File: src/rtl/cpu_pkg.sv
// Shared CPU definitions: address width, bubble instruction, fetch FSM states.
// Latency: n/a (declarations only).
// Backpressure: n/a.
package cpu_pkg;

  localparam int ADDR_W = 32;

  // MVI R0,0 -- architecturally harmless, used as the pipeline bubble.
  localparam logic [31:0] CPU_NOP_INSTR = 32'hE600_0000;

  // RUN: fetching normally. REDIR: a redirect has just been taken and IF/ID
  // holds a bubble until the first normal fetch from the new target.
  typedef enum logic {
    RUN   = 1'b0,
    REDIR = 1'b1
  } if_state_e;

endpackage

File: src/rtl/sat_counter16.sv
// 16-bit event counter that sticks at 16'hFFFF instead of wrapping.
// Latency: count reflects an enabled cycle on the following edge.
// Backpressure: none; i_clr_n (synchronous, active-low) overrides i_en.
//
// Ports:
//   i_clk   - clock
//   i_clr_n - synchronous active-low clear
//   i_en    - count one event this cycle
//   o_count - current count
module sat_counter16 (
  input  logic        i_clk,
  input  logic        i_clr_n,
  input  logic        i_en,
  output logic [15:0] o_count
);

  logic [15:0] r_count;

  always_ff @(posedge i_clk) begin
    if (!i_clr_n) begin
      r_count <= 16'd0;
    end else if (i_en && (r_count != 16'hFFFF)) begin
      r_count <= r_count + 16'd1;
    end
  end

  assign o_count = r_count;

endmodule

File: src/rtl/if_stage.sv
// Instruction fetch stage: PC register, IF/ID pipeline register, redirect/stall handling.
// Latency: 1 cycle from imem_addr to IF/ID; imem_addr is the PC with no added delay.
// Backpressure: stall holds PC and IF/ID; branch_taken wins over stall and inserts one bubble.
//
// Ports:
//   clk, rst_n                  - clock, synchronous active-low reset
//   imem_addr / imem_instr      - combinational instruction memory interface
//   stall                       - hold request from hazard unit
//   branch_taken/branch_target  - redirect request from execute
//   if_id_instr/pc/pc_plus4/valid - IF/ID register to decode
//   fetch_count / flush_count   - saturating delivered-instruction and redirect counters
module if_stage
  import cpu_pkg::*;
#(
  parameter logic [31:0] RESET_PC  = 32'h0000_0000,
  parameter logic [31:0] NOP_INSTR = CPU_NOP_INSTR
) (
  input  logic        clk,
  input  logic        rst_n,
  output logic [31:0] imem_addr,
  input  logic [31:0] imem_instr,
  input  logic        stall,
  input  logic        branch_taken,
  input  logic [31:0] branch_target,
  output logic [31:0] if_id_instr,
  output logic [31:0] if_id_pc,
  output logic [31:0] if_id_pc_plus4,
  output logic        if_id_valid,
  output logic [15:0] fetch_count,
  output logic [15:0] flush_count
);

  logic [ADDR_W-1:0] r_pc;
  logic [31:0]       r_if_instr;
  logic [ADDR_W-1:0] r_if_pc;
  logic [ADDR_W-1:0] r_if_pc_plus4;
  logic              r_if_valid;
  if_state_e         r_state;

  logic [ADDR_W-1:0] w_pc_plus4;
  logic [ADDR_W-1:0] w_target;
  logic              w_fetch_en;

  // Word alignment is enforced here so a misaligned target can never reach the PC.
  assign w_target   = branch_target & ~32'h0000_0003;
  // Natural 32-bit wrap from FFFF_FFFC to 0 is intended.
  assign w_pc_plus4 = r_pc + 32'd4;
  assign w_fetch_en = !branch_taken && !stall;

  always_ff @(posedge clk) begin
    if (!rst_n) begin
      r_pc          <= RESET_PC & ~32'h0000_0003;
      r_if_instr    <= NOP_INSTR;
      r_if_pc       <= '0;
      r_if_pc_plus4 <= '0;
      r_if_valid    <= 1'b0;
      r_state       <= RUN;
    end else if (branch_taken) begin
      // A later redirect simply overwrites an earlier one: only the newest target survives.
      r_pc          <= w_target;
      r_if_instr    <= NOP_INSTR;
      r_if_pc       <= '0;
      r_if_pc_plus4 <= '0;
      r_if_valid    <= 1'b0;
      r_state       <= REDIR;
    end else if (stall) begin
      // Hold everything. While in REDIR the bubble must stay a bubble for as
      // long as the stall lasts.
      if (r_state == REDIR) begin
        r_if_valid <= 1'b0;
      end
    end else begin
      r_pc          <= w_pc_plus4;
      r_if_instr    <= imem_instr;
      r_if_pc       <= r_pc;
      r_if_pc_plus4 <= w_pc_plus4;
      r_if_valid    <= 1'b1;
      r_state       <= RUN;
    end
  end

  sat_counter16 u_fetch_cnt (
    .i_clk   (clk),
    .i_clr_n (rst_n),
    .i_en    (w_fetch_en),
    .o_count (fetch_count)
  );

  sat_counter16 u_flush_cnt (
    .i_clk   (clk),
    .i_clr_n (rst_n),
    .i_en    (branch_taken),
    .o_count (flush_count)
  );

  assign imem_addr      = r_pc;
  assign if_id_instr    = r_if_instr;
  assign if_id_pc       = r_if_pc;
  assign if_id_pc_plus4 = r_if_pc_plus4;
  assign if_id_valid    = r_if_valid;

endmodule

File: config.mk
export PLATFORM = sky130hd
export DESIGN_NAME = if_stage
export DESIGN_NICKNAME = d
export VERILOG_FILES = /design/src/rtl/cpu_pkg.sv /design/src/rtl/sat_counter16.sv /design/src/rtl/if_stage.sv
export SDC_FILE = /design/constraint.sdc
export NUM_CORES = 1
export LEC_CHECK = 0
export ABC_AREA = 0
export BUFFER_PORTS_ARGS = -buffer_cell sky130_fd_sc_hd__buf_2
export CORE_AREA = 3 3 127 129
export DETAILED_ROUTE_END_ITERATION = 7
export DIE_AREA = 0 0 130 132
export HOLD_SLACK_MARGIN = 0.15
export PLACE_DENSITY_LB_ADDON = 0.3
export SLEW_MARGIN = 20
export SYNTH_ARGS = -nofsm -noshare
export SYNTH_HDL_FRONTEND = slang
export SYNTH_SLANG_ARGS = --single-unit
File: constraint.sdc
create_clock -name clk -period 3.25 [get_ports clk]
set_input_delay 0.325 -clock clk [delete_from_list [all_inputs] [get_ports clk]]
set_output_delay 0.325 -clock clk [all_outputs]
set_load 0.05 [all_outputs]
== Word-level counts from Yosys, hierarchy flattened ==
Cells that the tools add are included.
Operators by class
  reduce and logical (&&, ||, !) cells: 6
  order comparisons: 0
  multipliers: 0
  bitwise gates (word level): 1
  $add $sub $neg: 3
  equal/unequal tests: 4
  div/mod/pow operators: 0
  shifts and indexed selects: 0
  mux-type cells: 6
Operators by type and width (number)
  2-to-1 mux 32 bit: 2
  adder 16 x 1 -> 16 bit, second input constant: 2
  adder 32 x 3 -> 32 bit, second input constant: 1
  inequality test 16 bit, second input constant: 2
  2-to-1 mux 1 bit: 4
  inequality test 2 x 1 -> 1 bit, second input constant: 2
  logical AND 1 bit: 3
  logical NOT 1 bit: 2
  OR reduction 2 bit: 1
  NOT 1 bit: 1
Storage, ports and cells
  output and inout bits: 161
  latch bits: 0
  RAM bits: 0
  ROM bits: 0
  register bits after elaboration: 162
  memories: 0
  word-level logic and storage cells: 29

== Longest topological paths before layout ==
  depth in word-level cells: 3
  mapped depth: 7

== Modules after synthesis ==
From an unflattened synthesis, not the netlist that was laid out.
Unflattened totals
  cells, all modules: 797
  area total of the unflattened synthesis: 7030.5 µm²
By module, submodules not included
  if_stage: instances 1, sequential area each 2482.4 µm², area each 5356.4 µm², cells each 603
  sat_counter16: instances 2, sequential area each 320.3 µm², area each 837.1 µm², cells each 97

== Worst setup path after synthesis ==
OpenSTA, ideal clock, no wires.
  path kind: register to register
  start: register r_pc[2], in the netlist imem_addr[2]
  end: register r_pc[18], in the netlist imem_addr[18]
  cell stages (with the launch flop): 7
  slack: 0.749 ns
  clock period less this slack: 2.501 ns
  path buffers: 1
  required time: 3.176 ns
  arrival time: 2.427 ns
  library setup time: 0.074 ns
  path through: dfxtp_1 -> ha_1 -> nand3_1 -> or4_1 -> clkbuf_1 -> or4_1 -> a31oi_1
Between the ends
  word-level cells in the longest chain between the ends: 3
RTL lines
  start: declaration: RTL line if_stage.sv:33  | logic [ADDR_W-1:0] r_pc;
  start signal: assignment: RTL line if_stage.sv:52  | r_pc <= RESET_PC & ~32'h0000_0003;
  start signal: assignment: RTL line if_stage.sv:60  | r_pc <= w_target;
  start signal: assignment: RTL line if_stage.sv:73  | r_pc <= w_pc_plus4;
  adder 32 x 3 -> 32 bit: RTL line if_stage.sv:47  | assign w_pc_plus4 = r_pc + 32'd4;
  2-to-1 mux 32 bit: RTL line if_stage.sv:66  | end else if (stall) begin
  2-to-1 mux 32 bit: RTL line if_stage.sv:58  | end else if (branch_taken) begin
No other way between the ends. The select of a mux whose other input is x is not followed.
A chain may end at the register's enable or synchronous reset.

== Final worst setup path ==
  start: register r_pc[16], in the netlist imem_addr[16]
  end: register r_pc[23], in the netlist imem_addr[23]
The elaborated chain is that of the path after synthesis.

==> summary.md <==
| Metric | Value |
|---|---|
| Synthesized area | `7070 µm²` |
| Worst-Skew Late Latency | `0.42 ns` |
| Minimum clock period | `2.52 ns` |
| Final setup violation count | `0` |
| Endpoints failing hold | `0` |
| Final clock skew | `0.00670 ns` |
| Initial Utilization | `46.7%` |
| Vias in the first global route | `6,606` |
| GR Util All Layers | `24.4%` |
| Worst EP arrival | `2.86 ns` |
| CTS-repair resized insts | `0` |
| Max-Cap Viols | `0` |
| Worst-Margin Slew | `0.941 ns` |
| CTS tree | `yes` |
| Site Rows | `45` |
| Routed Antenna Nets | `0` |
| Crit-path slowest cell | `or4_4` |
| Rel. slew slack | `37.2%` |
| P_leak | `3.79 nW` |
| DRC errors left | `0` |
| Die width | `130 µm` |
| Setup TNS | `0 ns` |
| Commonest non-fill, non-tap cell in the layout | `buf_2` |
| Yosys reg bits | `156` |
| Seq/Total Area, Yosys | `44.2%` |
| Post-synth EDFFs | `0` |
| I/O pins | `229` |
| GPL Wtd Cong | `0.840` |
| Kind of critical path | `reg -> reg` |
| Required @ worst endpoint | `3.59 ns` |
| Fin nets | `1,112` |
| DR iter-0 viols | `479` |
| VDD IR max | `0.401 mV` |
| Top_reg_cell synth | `dfxtp_1` |
| Max Slew Vio Count | `0` |
| Total CTS buffers | `17` |
| Fin worst setup slack | `0.730 ns` |
| CTS H-tree depth | `4` |
| Detailed placer's ending HPWL | `14.1 mm` |
| Crit-path cells | `nand4_1, or4_4, or4_1, a31oi_1` |
| Core area | `15,100 µm²` |
| Routed via count | `6,996` |
| Die height | `132 µm` |
| Synth Instances | `817` |
| Root buf cell | `clkbuf_16` |
| Crit-path max cell delay | `0.75 ns` |
| Die area | `17,200 µm²` |
| Ys Warns | `0` |
| Power Total | `0.00452 W` |
| PwrDens | `496 nW/µm²` |
| Vias/cell | `5.63` |
| Worst Hold Class | `in -> reg` |
| DR WL/cell | `16.9 µm` |
| Clk buf depth | `2` |
| First-pass GRT wire length | `33.7 mm` |
| Status | `complete, no violations` |
| Largest net degree at the start of global routing | `56` |
| Pre-CTS setup slack | `0.785 ns` |
| Clock Pin Slew Worst Setup and Hold Paths | `0.06 ns` |
| Remaining global-route overflow | `0` |
| Critical path endpoint category | `flip-flop` |
| Initial antenna violation count | `1` |
| Fin util | `60.1%` |
| RSZ-0062 raised after global routing | `no` |
| Hold_ws | `0.168 ns` |
| Max Freq | `397 MHz` |
| Number of I/O port buffers | `220` |
| DR pass1 iterations | `5` |
| Sink Count | `156` |
| Crit share post-route | `77.6%` |
| Layout area overhead | `28.8%` |
| Critical Path Start Type | `flip-flop` |
| CP Max Fanout | `12` |
| Netlist cell types | `47` |
| WL final | `21.0 mm` |
| Commonest non-fill, non-tap cells in the layout | `buf_2 (219), dfxtp_1 (156), nor2_1 (74)` |
| Async set-reset flop share out of synthesis | `0%` |
| Share of layout cells above drive strength 1 | `25.4%` |
| Syn Area/Cell | `8.65 µm²` |
[state kept, by name (all words and copies together) (netlist names)]
name,cells
if_id_instr,32
if_id_pc,30
if_id_pc_plus4,30
if_id_valid,1
imem_addr,30
r_state,1
u_fetch_cnt.o_count,16
u_flush_cnt.o_count,16
[what timing repair did]
action | 4_1_cts | 5_1_grt
hold endpoints to repair | 32 | 0
setup buffers | 0 | 0
hold buffers | 32 | 0
[layer usage]
layer  vias to the layer above  global-route usage [%]  part of all wire (%)  wire (µm)
met5                         -                       0                     0          0
met1                      3295                    30.2                    43       9090
met2                       225                    39.9                    47       9890
met3                        35                    7.01                   6.7       1400
li1                       3441                       -                     -          -
met4                         0                    9.41                   2.8        580
[final timing paths]
kind / start / end / slack [ns] / cells after the start
worst max-delay path: imem_addr[16] / imem_addr[23] / 0.73 / 4
worst min-delay path: branch_target[30] / imem_addr[30] / 0.17 / 2
worst max register to register: imem_addr[16] / imem_addr[23] / 0.73 / 4
worst min register to register: if_id_pc[28] / if_id_pc[28] / 0.46 / 2
[final cells by class]
class,instances,area [µm²]
sequential,156,3120
fill,1374,6040
inverter,8,30.0
clock buffer,23,478
multi-input combinational,593,3650
timing repair buffer,265,1520
tap,188,235
antenna,1,2.50
clock inverter,9,65.1
[report_power, final]
group	internal, W	switching [W]
clock	0.00104	0.000781
sequential	0.00198	0.0000826
combinational	0.000193	0.000447
total	0.00321	0.00131
[cell families (layout without fill, tap and decap cells)]
logic type | count (synthesis) | in the layout | synth area share [%]
and+or+nand+nor | 308 | 308 | 22.6
AOI/OAI and AO/OA | 189 | 189 | 16.1
DFF | 156 | 156 | 44.2
buffers and inverters | 73 | 305 | 4.55
muxes | 68 | 68 | 9.63
xor gates and xnor gates | 19 | 19 | 2.35
adders and majority gates | 3 | 3 | 0.531
other | 1 | 7 | 0.0531
[worst max-delay path, delay by kind of cell (launching register included)]
kind / cells / cell delay, ns
simple gates: 3 / 1.77
flops: 1 / 0.50
compound gates: 1 / 0.17
[metrics by stage]
step	std cells	area, µm²
2_1_floorplan	822	7090
3_3_place_gp	1178	8240
3_5_place_dp	1178	8240
4_1_cts	1242	9100
5_1_grt	1243	9100
6_report	1243	9100
[cells in the mapped netlist, types with 7 or more instances]
library cell    n  area share, %
nor2_1         75            4.0
nor3_1         14           0.99
dfxtp_1       156             44
nand2_1        71            3.8
nand4_1        20            1.8
nor4_1         20            1.8
buf_1           9           0.48
clkbuf_1       40            2.1
o21ai_0        67            4.7
xnor2_1        16            2.0
or3_1          24            2.1
buf_2           8           0.57
o31ai_1        20            2.1
nand2b_1       15            1.3
mux2i_1        68            9.6
or4_1          24            2.5
a311oi_1        7           0.87
a21oi_1        47            3.3
and4_1          9            1.1
a31oi_1        22            1.9
nand3_1        22            1.6
(Power assumes the default switching activity.)
